**src/rtl/lfgm_pkg.sv**
```systemverilog
// Shared lifegame constants and the 5-bit phase code consumed by the line generator
// and the judge cells.
package lfgm_pkg;

    localparam int LFGM_ROW_W  = 82;
    localparam int LFGM_MEM_W  = 108;
    localparam int LFGM_RD_LAT = 2;
    localparam int LFGM_CHK_N  = 8;

    typedef enum logic [4:0] {
        PH_PRE_READ_1 = 5'd0,
        PH_READ       = 5'd1,
        PH_SHIFTIN    = 5'd5,
        PH_CHK_UL     = 5'd6,
        PH_CHK_UM     = 5'd7,
        PH_CHK_UR     = 5'd8,
        PH_CHK_ML     = 5'd9,
        PH_CHK_MR     = 5'd10,
        PH_CHK_LL     = 5'd11,
        PH_CHK_LM     = 5'd12,
        PH_CHK_LR     = 5'd13,
        PH_JDG        = 5'd14,
        PH_DLT        = 5'd15,
        PH_WRITE      = 5'd16,
        PH_WAIT       = 5'd17
    } lfgm_phase_e;

endpackage

```
**src/rtl/lfgm_wb_buf.sv**
```systemverilog
// Write-back buffer: holds one finished row and its address so that the row is
// written to memory one row late (on the next capture, or on flush).
module lfgm_wb_buf
    import lfgm_pkg::*;
#(
    parameter int ADDR_W = 6
) (
    input  logic                  clk,
    input  logic                  rst_n,
    input  logic                  capture,
    input  logic                  flush,
    input  logic [ADDR_W-1:0]     row,
    input  logic [LFGM_ROW_W-1:0] row_data,
    output logic                  wr,
    output logic [ADDR_W-1:0]     waddr,
    output logic [LFGM_MEM_W-1:0] wdata
);

    logic [LFGM_ROW_W-1:0] pend_q;
    logic [ADDR_W-1:0]     paddr_q;
    logic                  pend_vld_q;

    always_ff @(posedge clk or negedge rst_n) begin
        if (!rst_n) begin
            pend_q     <= '0;
            paddr_q    <= '0;
            pend_vld_q <= 1'b0;
        end else if (capture) begin
            pend_q     <= row_data;
            paddr_q    <= row;
            pend_vld_q <= 1'b1;
        end else if (flush) begin
            pend_vld_q <= 1'b0;
        end
    end

    // The first capture of a generation has nothing pending, so it writes nothing.
    assign wr    = (capture | flush) & pend_vld_q;
    assign waddr = wr ? paddr_q : '0;
    assign wdata = wr ? {{(LFGM_MEM_W-LFGM_ROW_W){1'b0}}, pend_q} : '0;

endmodule

```
**src/rtl/lfgm_row_seq.sv**
```systemverilog
// Row sequencer / write-back controller for one lifegame generation.
// Optional generation counter enabled by defining LFGM_SEQ_GEN_CNT_EN.
//
// state    | meaning
// S_WAIT   | idle, waiting for start
// S_PRE    | prime the read pipe with row 0
// S_READ   | read row r+1 (wall row for the last r)
// S_SHIFT  | read-latency dwell while data shifts into the generator
// S_CHK    | eight neighbour check phases, wcf high
// S_JDG    | judge
// S_DLT    | delta
// S_WRITE  | capture result, write back row r-1
// S_FLUSH  | write back the final pending row
// S_DONE   | done pulse
module lfgm_row_seq
    import lfgm_pkg::*;
#(
    parameter int ROWS   = 60,
    parameter int ADDR_W = 6
) (
    input  logic                  clk,
    input  logic                  rst_n,
    input  logic                  start,
    output logic                  busy,
    output logic                  done,
    output logic [4:0]            state,
    output logic                  wcf,
    output logic                  mem_rd,
    output logic [ADDR_W-1:0]     mem_raddr,
    output logic                  mem_wr,
    output logic [ADDR_W-1:0]     mem_waddr,
    output logic [LFGM_MEM_W-1:0] mem_wdata,
    input  logic [LFGM_ROW_W-1:0] next_cell_dt,
    output logic [15:0]           gen_cnt
);

    typedef enum logic [3:0] {
        S_WAIT, S_PRE, S_READ, S_SHIFT, S_CHK, S_JDG, S_DLT, S_WRITE, S_FLUSH, S_DONE
    } seq_st_e;

    localparam logic [ADDR_W-1:0] LAST_ROW = ADDR_W'(ROWS - 1);

    seq_st_e          st_q, st_d;
    logic [ADDR_W-1:0] row_q, row_d;
    logic [2:0]       dwell_q, dwell_d;
    lfgm_phase_e      phase;
    logic             capture, flush;

    always_ff @(posedge clk or negedge rst_n) begin
        if (!rst_n) begin
            st_q    <= S_WAIT;
            row_q   <= '0;
            dwell_q <= '0;
        end else begin
            st_q    <= st_d;
            row_q   <= row_d;
            dwell_q <= dwell_d;
        end
    end

    always_comb begin
        st_d      = st_q;
        row_d     = row_q;
        dwell_d   = dwell_q;
        phase     = PH_WAIT;
        wcf       = 1'b0;
        mem_rd    = 1'b0;
        mem_raddr = '0;
        capture   = 1'b0;
        flush     = 1'b0;
        done      = 1'b0;
        case (st_q)
            S_WAIT: begin
                if (start) st_d = S_PRE;
            end
            S_PRE: begin
                phase  = PH_PRE_READ_1;
                mem_rd = 1'b1;
                row_d  = '0;
                st_d   = S_READ;
            end
            S_READ: begin
                phase     = PH_READ;
                mem_rd    = 1'b1;
                mem_raddr = row_q + 1'b1;
                dwell_d   = 3'(LFGM_RD_LAT - 1);
                st_d      = S_SHIFT;
            end
            S_SHIFT: begin
                phase = PH_SHIFTIN;
                if (dwell_q == '0) begin
                    dwell_d = 3'(LFGM_CHK_N - 1);
                    st_d    = S_CHK;
                end else begin
                    dwell_d = dwell_q - 1'b1;
                end
            end
            S_CHK: begin
                // Dwell counts 7..0, mapping onto CHK_UL..CHK_LR.
                phase = lfgm_phase_e'(5'(PH_CHK_LR) - {2'b00, dwell_q});
                wcf   = 1'b1;
                if (dwell_q == '0) st_d = S_JDG;
                else dwell_d = dwell_q - 1'b1;
            end
            S_JDG: begin
                phase = PH_JDG;
                st_d  = S_DLT;
            end
            S_DLT: begin
                phase = PH_DLT;
                st_d  = S_WRITE;
            end
            S_WRITE: begin
                phase   = PH_WRITE;
                capture = 1'b1;
                row_d   = row_q + 1'b1;
                st_d    = (row_q == LAST_ROW) ? S_FLUSH : S_READ;
            end
            S_FLUSH: begin
                phase = PH_WRITE;
                flush = 1'b1;
                row_d = '0;
                st_d  = S_DONE;
            end
            S_DONE: begin
                done = 1'b1;
                st_d = S_WAIT;
            end
            default: st_d = S_WAIT;
        endcase
    end

    assign state = phase;
    assign busy  = (st_q != S_WAIT);

    lfgm_wb_buf #(.ADDR_W(ADDR_W)) u_wb_buf (
        .clk      (clk),
        .rst_n    (rst_n),
        .capture  (capture),
        .flush    (flush),
        .row      (row_q),
        .row_data (next_cell_dt),
        .wr       (mem_wr),
        .waddr    (mem_waddr),
        .wdata    (mem_wdata)
    );

`ifdef LFGM_SEQ_GEN_CNT_EN
    logic [15:0] gen_cnt_q;

    always_ff @(posedge clk or negedge rst_n) begin
        if (!rst_n) gen_cnt_q <= '0;
        else if (st_q == S_DONE) gen_cnt_q <= gen_cnt_q + 16'd1;
    end

    assign gen_cnt = gen_cnt_q;
`else
    assign gen_cnt = 16'd0;
`endif

endmodule

```
**config.mk**
```make
export PLATFORM = sky130hd
export DESIGN_NAME = lfgm_row_seq
export DESIGN_NICKNAME = d
export VERILOG_FILES = /design/src/rtl/lfgm_pkg.sv /design/src/rtl/lfgm_wb_buf.sv /design/src/rtl/lfgm_row_seq.sv
export SDC_FILE = /design/constraint.sdc
export NUM_CORES = 1
export LEC_CHECK = 0
export ABC_AREA = 1
export CAP_MARGIN = 20
export CORE_MARGIN = 4
export CORE_UTILIZATION = 42
export DETAILED_ROUTE_END_ITERATION = 12
export PLACE_DENSITY = 0.9
export SLEW_MARGIN = 10
export SYNTH_ARGS = -nofsm -noshare
export SYNTH_HDL_FRONTEND = slang
export SYNTH_SLANG_ARGS = --single-unit
```
**constraint.sdc**
```tcl
create_clock -name clk -period 2.09 [get_ports clk]
set_clock_uncertainty 0.2 [all_clocks]
set_input_delay 0.418 -clock clk [delete_from_list [all_inputs] [get_ports clk]]
set_output_delay 0.418 -clock clk [all_outputs]
set_load 0.02 [all_outputs]
```
==> metrics.md, run 1 <==
| Metric | Value |
|---|---|
| FFs w/ async S/R, synth | `1.00` |
| Final Hold Viols | `0` |
| Root Buffer | `clkbuf_16` |
| Antenna viol nets, final | `0` |
| Initial antenna violation count | `0` |
| H-Tree Level Count | `3` |
| Core footprint | `11600 um2` |
| Synthesized instance count | `644` |
| Syn_area_per_cell | `around 7.8 um2` |
| R2R cell count | `7` |
| Final Max Slew Viols | `0` |
| Fin worst setup slack | `-195 ps` |
| Top cell type's share of synthesized area | `0.505` |
| Residual DRC | `0` |
| Tot GR Track Use | `0.185` |
| Met3 WL | `998 um` |
| Final GP Congestion | `0.844` |
| Number of global-route vias before repair | `~4400` |
| Worst min-delay path category | `input port to async pin` |
| CP Launch Type | `register` |
| CP Max Fanout | `28` |
| Yosys warnings | `0` |
| Largest net degree at the start of global routing | `94` |
| Skew-Pair Late Insertion Delay | `around 330 ps` |
| Clock sink total | `102` |
| Average routed wire per standard cell | `13.5 um` |
| Synth top area cells | `dfrtp_1 (51%), nand2_1 (9.8%), o21ai_0 (9.6%), inv_1 (7.5%), nor2_1 (7.1%)` |
| Overflow after GRT | `0` |
| Drt total wl | `about 14 mm` |
| DR iter-0 viols | `281` |
| Mapped cell area | `5050 um2` |
| Top-Level Pins | `approximately 230` |
| Clk buf depth | `2` |
| Top Layer Used | `met4` |
| Routed metal-1 wire length | `5.45 mm` |
| Via density | `roughly 4.6` |
| Slew @ Worst Pin | `roughly 700 ps` |
| Die span in x | `118 um` |
| Sequential area share after synthesis | `0.505` |
| Worst VDD drop | `0.431 mV` |
| Setup TNS | `-14420 ps` |
| Count of state elements after synthesis | `slightly above 100` |
| DP Wirelength | `9.82 mm` |
| CP Class | `register to output pin` |
| CTS tree | `yes` |
| P_leak | `approximately 3.7 nW` |
| Area Overhead vs Synth | `49.6%` |
| Detail Route met2 WL | `6.78 mm` |
| Top_reg_cell synth | `dfrtp_1` |
| Die area | `13900 um2` |
| CP endpoint kind | `output pin` |
| Vias | `roughly 4600` |
| Layout Nets | `943` |
| Req. time, crit path | `1470 ps` |
| Multi-input gate area | `1990 um2` |
| Synth unique cells | `26` |
| Final min period | `2280 ps` |
| Status | `finished, violations left` |
| Number of buffers created by CTS | `9` |
| Antenna cell count | `0` |
| Endpoints failing setup | `98` |
| Port bufs | `between 150 and 200` |
| Synth cell count leaders | `nand2_1 (132), dfrtp_1 (102), inv_1 (101)` |
| Layout cells sized above 1 | `0.268` |
| FF+latch area | `2550 um2` |
| Initial cell density of the core | `0.435` |
| Final worst-path cycle share | `1.09` |
| Synth area leader | `dfrtp_1` |
| Row cnt | `39` |
| Fillers | `923` |
| CP arrival | `1670 ps` |
| PnR Total Power | `4.08 mW` |
| First-pass GRT wire length | `about 22 mm` |
| Rel. slew slack | `0.537` |
| TritonRoute pass-1 iters | `4` |
| Number of synthesized flops with an enable pin | `0` |
| Most frequent cell after synthesis | `nand2_1` |
| Achievable Freq | `438 MHz` |
| Total power density per cell area | `540 nW/um2` |
| Clock transition at path regs | `70 ps` |
| Failing checks | `negative setup slack` |
| Max_cap viols | `0` |
| Die Y | `118 um` |
| Unrepaired setup endpoints after global routing | `yes` |
[state kept, by name, indices dropped and copies added (netlist names)]
| register | cells |
|---|---|
| u_wb_buf.pend_q | 82 |
| row_q | 6 |
| st_q | 4 |
| u_wb_buf.paddr_q | 6 |
| u_wb_buf.pend_vld_q | 1 |
| dwell_q | 3 |
[routing by layer]
| layer | global-route usage | vias up |
|---|---|---|
| met2 | 0.319 | 173 |
| met4 | 0.0593 | 0 |
| met3 | 0.0485 | 32 |
| met1 | 0.228 | 2116 |
| met5 | 0 | - |
| li1 | - | 2270 |
[cell usage in the layout (no fill, tap or decap), drive strengths merged]
cell type / Yosys / final
nand4: 1 / 1
nand3: 13 / 13
conb: 1 / 42
nor3: 1 / 1
xnor2: 2 / 2
clkbuf: 9 / 9
o21ai: 97 / 97
bufinv: 0 / 1
buf: 62 / 145
xor2: 2 / 2
nand2: 136 / 136
or2: 1 / 1
inv: 103 / 104
nor2: 106 / 106
o211ai: 2 / 2
clkdlybuf4s50: 0 / 83
clkinvlp: 0 / 3
ha: 4 / 4
dfrtp: 102 / 102
dlygate4sd3: 0 / 1
nor3b: 1 / 1
a21oi: 1 / 1
[report_power, final]
part	switching, mW	total, mW	internal, mW	leakage (nW)
Combinational	0.199	0.372	0.173	2.42
Sequential	0.0222	2.07	2.05	1.20
Clock	0.716	1.64	0.920	0.130
[worst max-delay path, stage by stage (launching register included)]
cell and delay (ps):
dfrtp_1 430, nor2_2 170, nand3_2 100, nand2_2 100, nand2_4 90, buf_12 180
nor2_1 110, buf_4 150
[stage by stage]
step | util | hold slack [ps] | worst slack [ps] | area, um2 | cells
2_1_floorplan | - | -77.6 | 36.7 | 5210 | 685
3_3_place_gp | 0.615 | 73.8 | -335 | 7150 | 982
3_5_place_dp | 0.615 | 75.9 | -379 | 7150 | 982
4_1_cts | 0.628 | 277 | -203 | 7290 | 997
5_1_grt | 0.651 | 305 | -274 | 7560 | 1000
6_report | 0.651 | 291 | -195 | 7560 | 1000
[layout make-up]
cell class	count	share of cell area
clock buffers	9	0.0298
multi-input cells	409	0.264
clock inverters	5	0.00811
inverters	103	0.0515
well taps	143	0.0237
repair buffers	229	0.285
flip-flops and latches	102	0.338
[repair_timing]
item / CTS / global route
pin swaps: 0 / 2
setup endpoints to repair: 109 / 105
setup buffers: 0 / 4
hold buffers: 1 / 0
gates resized for setup: 553 / 77
hold endpoints to repair: 11 / 0
[cells by family (layout without fill, tap and decap cells)]
logic type	count (synthesis)	count (layout)	synth area share
AO/OA/AOI/OAI	100	100	0.100
buffers and inverters	174	346	0.169
AND/OR/NAND/NOR	259	259	0.209
flip-flops	102	102	0.505
XOR/XNOR	4	4	0.00693
adder cells (fa/ha/maj)	4	4	0.00990
other	1	42	0.000742
[worst paths after layout]
kind | end | slack (ps) | from
setup / recovery | mem_wdata[64] | -190 | st_q[0]
hold / removal | u_wb_buf.pend_q[2] | 290 | rst_n
setup reg to reg | row_q[2] | 170 | st_q[1]
hold reg to reg | dwell_q[0] | 320 | dwell_q[0]
max in group asynchronous | u_wb_buf.pend_q[36] | 750 | rst_n
min in group clk | dwell_q[0] | 320 | dwell_q[0]
Power figures use the tool's default switching activity.
==> run 2, diff against run 1 <==
--- a/config.mk
+++ b/config.mk
@@ -6,7 +6,6 @@
 export NUM_CORES = 1
 export LEC_CHECK = 0
 export ABC_AREA = 1
-export CAP_MARGIN = 20
 export CORE_MARGIN = 4
 export CORE_UTILIZATION = 42
 export DETAILED_ROUTE_END_ITERATION = 12
==> results of run 2 <==
Final layout, timing and power as in run 1 (identical DEF).
